--- src/rtl/sysid_timeout_ctr.sv ---
// Stall counter for one Avalon read.
//   clk, reset : clock and synchronous active-high reset
//   i_clr      : clear the count (dominates i_en)
//   i_en       : count one stalled cycle
//   o_tc       : count has reached TIMEOUT_CYCLES-1
module sysid_timeout_ctr #(
  parameter int unsigned TIMEOUT_CYCLES = 1024
) (
  input  logic clk,
  input  logic reset,
  input  logic i_clr,
  input  logic i_en,
  output logic o_tc
);

  localparam int unsigned CW = $clog2(TIMEOUT_CYCLES);
  localparam logic [CW-1:0] TC_VALUE = CW'(TIMEOUT_CYCLES - 1);

  logic [CW-1:0] r_count;

  always_ff @(posedge clk) begin
    if (reset || i_clr) begin
      r_count <= '0;
    end else if (i_en && (r_count != TC_VALUE)) begin
      r_count <= r_count + CW'(1);
    end
  end

  assign o_tc = (r_count == TC_VALUE);

endmodule

--- config.mk ---
export PLATFORM = sky130hd
export DESIGN_NAME = sysid_timeout_ctr
export DESIGN_NICKNAME = d
export VERILOG_FILES = /design/src/rtl/sysid_timeout_ctr.sv
export SDC_FILE = /design/constraint.sdc
export NUM_CORES = 1
export LEC_CHECK = 0
export ABC_CLOCK_PERIOD_IN_PS = 3550
export CORE_ASPECT_RATIO = 1.1
export CORE_UTILIZATION = 30
export DETAILED_ROUTE_END_ITERATION = 7
export PLACE_DENSITY_LB_ADDON = 0.3
export SYNTH_ARGS = -nofsm -noshare
export SYNTH_HDL_FRONTEND = slang
export SYNTH_SLANG_ARGS = --single-unit
export TNS_END_PERCENT = 50
--- constraint.sdc ---
create_clock -name clk -period 3.55 [get_ports clk]
set_input_delay 0.5325 -clock clk [delete_from_list [all_inputs] [get_ports clk]]
set_output_delay 0.5325 -clock clk [all_outputs]
set_load 0.03 [all_outputs]
==> out/results.tsv <==
stage	metric	value	unit
synthesis	Yosys top cell by area	dfxtp_1	
synthesis	post-synthesis mux area share	1.97	%
clocking	post-CTS setup repair buffer count	0	
layout	fin nets	69	
synthesis	ranking of synthesized cells by area	dfxtp_1 39%, nor2_1 8.1%, a31oi_1 4.9%, o31ai_4 4.2%, nand3_2 3.9%	
place	dpl hpwl	693	um
sta	achievable frequency	0.403	GHz
sta	Final Hold Fails	0	
die	Core Region	0.00158	mm^2
clocking	root buffer cell	clkbuf_4	
global_routing	Overflow after GRT	0	
die	starting density of the core	32.2	%
sta	clock skew	0.000938	ns
clocking	H-tree levels	1	
die	die height	45.2	um
synthesis	top_reg_cell synth	dfxtp_1	
sta	RSZ-0062 raised after global routing	no	
detailed_routing	Routed Antenna Nets	0	
clocking	Clock transition at path regs	0.06	ns
worst_setup_path	worst path bufs/invs	1	
synthesis	Mapped Nets	61	
global_routing	initial antenna violation count	0	
detailed_routing	detailed-router iteration count before antenna repair	4	
place	placed instance count	76	
synthesis	Mapped Cells	56	
detailed_routing	detailed-route via count	432	
clocking	CTS buffer count	3	
sta	hold slack	0.504	ns
synthesis	Synth top area share	39.4	%
synthesis	Adder-Cell Fraction of Synth Area	2.46	%
synthesis	Synth Area in XOR/XNOR	1.72	%
layout	Multi-input gate area	304	um^2
global_routing	first-pass GRT wire length	1590	um
synthesis	number of synthesized flops with an enable pin	0	
synthesis	combinational family with the most area after synthesis	simple AND/OR/NAND/NOR gates	
synthesis	Synth top cells by count	11 x nor2_1, 10 x dfxtp_1, 4 x a31oi_1	
clocking	# clock sinks	10	
min_path	HP Class	register to register	
run	Max-Cap Viols	0	
layout	max reg flops	10	
global_routing	pin count of the biggest net entering global routing	8	
sta	min cycle time layout	2.48	ns
die	DIE AREA	0.00186	mm^2
synthesis	Synth Register Bits	10	
worst_setup_path	Setup CP Type	register to primary output	
layout	Top Registers	r_count: 10 flops	
run_status	status	finished clean	
detailed_routing	routed vias/inst	5.47	
worst_setup_path	WP data arrival	1.95	ns
sta	Slew @ Worst Pin	0.302	ns
layout	ratio of cells with drive above 1 in the final layout	17.7	%
sta	setup_tns	0	ns
worst_setup_path	Critical Path Slowest Stage Cell	clkdlybuf4s50_1	
worst_setup_path	delay-heaviest family, CP	buffers and inverters	
layout	Reg area	200	um^2
synthesis	Post-Synth Simple-Gate Area	35.2	%
clocking	Post-CTS Resized	0	
global_routing	GRT Util Overall	13.0	%
synthesis	Yosys cell types	24	
synthesis	sequential share of the synthesized area	39.4	%
layout	final std cells w/o fill	79	
sta	Slew headroom	79.8	%
die	Rows	15	
pwr	VDD IR max	0.159	mV
synthesis	Async S/R FF share, synth	0	%
synthesis	synthesized area	508	um^2
sta	Finish-stage setup viols	0	
layout	Layout fillers	172	
pwr	Pwr Density	340	mW/mm^2
detailed_routing	routed wire length per instance	11.9	um
clocking	CTS Hold Bufs	0	
die	DIE WIDTH	41.2	um
worst_setup_path	Crit Path Max Fanout	4	
detailed_routing	drt drc	0	
worst_setup_path	critical path data required time	3.02	ns
worst_setup_path	CP startpoint kind	register	
place	IO Port Bufs	4	
clocking	clk_lat worst skew	0.26	ns
layout	Reg with most FFs	r_count	
synthesis	Avg Cell Area, Syn	9.07	um^2
synthesis	Ys Warns	0	
layout	Ant. Diodes	0	
worst_setup_path	CP endpoint kind	primary output	
detailed_routing	Starting DRT DRC Count	21	
worst_setup_path	critical-path cell list	ha_1 -> nand3_2 -> nor3_2 -> clkdlybuf4s50_1	
clocking	CTS tree	built	
sta	Slew Viols, Final	0	
global_routing	vias in the first global route	382	
synthesis	Compound-Gate Fraction of Synth Area	18.5	%
die	# IOs	5	
sta	period utilization	69.9	%
pwr	P_leak	0.196	nW
synthesis	count leader, synth	nor2_1	
clocking	clk buf depth	2	
layout	Area growth, synth to finish	15.8	%
place	final RePlAce weighted congestion	0.701	
worst_setup_path	Max stage delay on crit path	0.71	ns
detailed_routing	drt total wl	942	um
-- worst reg2reg max path, delay by kind of cell, from the launching register on --
kind,cells,cell delay (ns)
simple gates,2,0.20
fa+ha+maj,1,0.24
mux,1,0.21
compound gates,1,0.25
flops,1,0.38
-- routing by layer --
metal / global-route usage (%) / vias up / share of wire (%)
met3: 2.96 / 2 / 4.4
met1: 17.4 / 193 / 51
li1: - / 227 / -
met4: 9.68 / 0 / 1.5
met5: 0 / - / 0
met2: 17.5 / 10 / 43
-- layout by cell type, fill, tap and decap left out --
master	synthesis	layout
nor2_1	11	11
dfxtp_1	10	10
a31oi_1	4	4
clkdlybuf4s50_1	0	4
o21ai_0	3	3
a21oi_1	3	3
clkbuf_4	0	3
nand3_2	2	2
nor3_2	2	2
and4_1	2	2
nand2_1	2	2
nor3_1	2	2
nor4_1	2	2
nand3_4	1	1
or2_4	1	1
nand3_1	1	1
nand4_1	1	1
or2_2	1	1
a211oi_1	1	1
o31ai_4	1	1
mux2i_1	1	1
xor2_1	1	1
a41o_1	1	1
and3_1	1	1
ha_1	1	1
-- final cells by class --
class / count / share of cell area, %
clock buffers: 3 / 3.83
repair buffers: 4 / 6.81
well taps: 17 / 3.62
flip-flops and latches: 10 / 34.0
multi-input cells: 45 / 51.7
-- final timing paths --
kind,slack [ns],end,startpoint,cells past startpoint
hold / removal,0.50,r_count[3],r_count[3],1
hold reg to reg,0.50,r_count[3],r_count[3],1
setup reg to reg,2.15,r_count[1],r_count[0],5
setup / recovery,1.07,o_tc,r_count[0],4
-- logic make-up after synthesis --
family | Yosys count
fa+ha+maj | 1
xor+xnor | 1
simple gates | 29
buf+inv | 1
mux | 1
compound gates | 13
flops | 10
-- through the flow --
step                worst slack [ns]  instance area (um^2)  power, mW  utilization (%)
finish                          1.07                   588      0.200             37.3
global route                   0.934                   588      0.209             37.3
CTS                             1.07                   588      0.204             37.3
detailed placement              1.38                   566      0.127             35.9
global placement                1.40                   566      0.127             35.9
floorplan                       1.85                   508      0.122                -
-- report_power, final --
| part | leakage [nW] | switching (mW) | internal (mW) | total (mW) |
|---|---|---|---|---|
| sequential | 0.0807 | 0.000855 | 0.113 | 0.114 |
| clock | 0.0138 | 0.0366 | 0.0391 | 0.0757 |
| combinational | 0.102 | 0.00504 | 0.00552 | 0.0106 |
| total | 0.196 | 0.0425 | 0.158 | 0.200 |
Power figures use the tool's default switching activity.
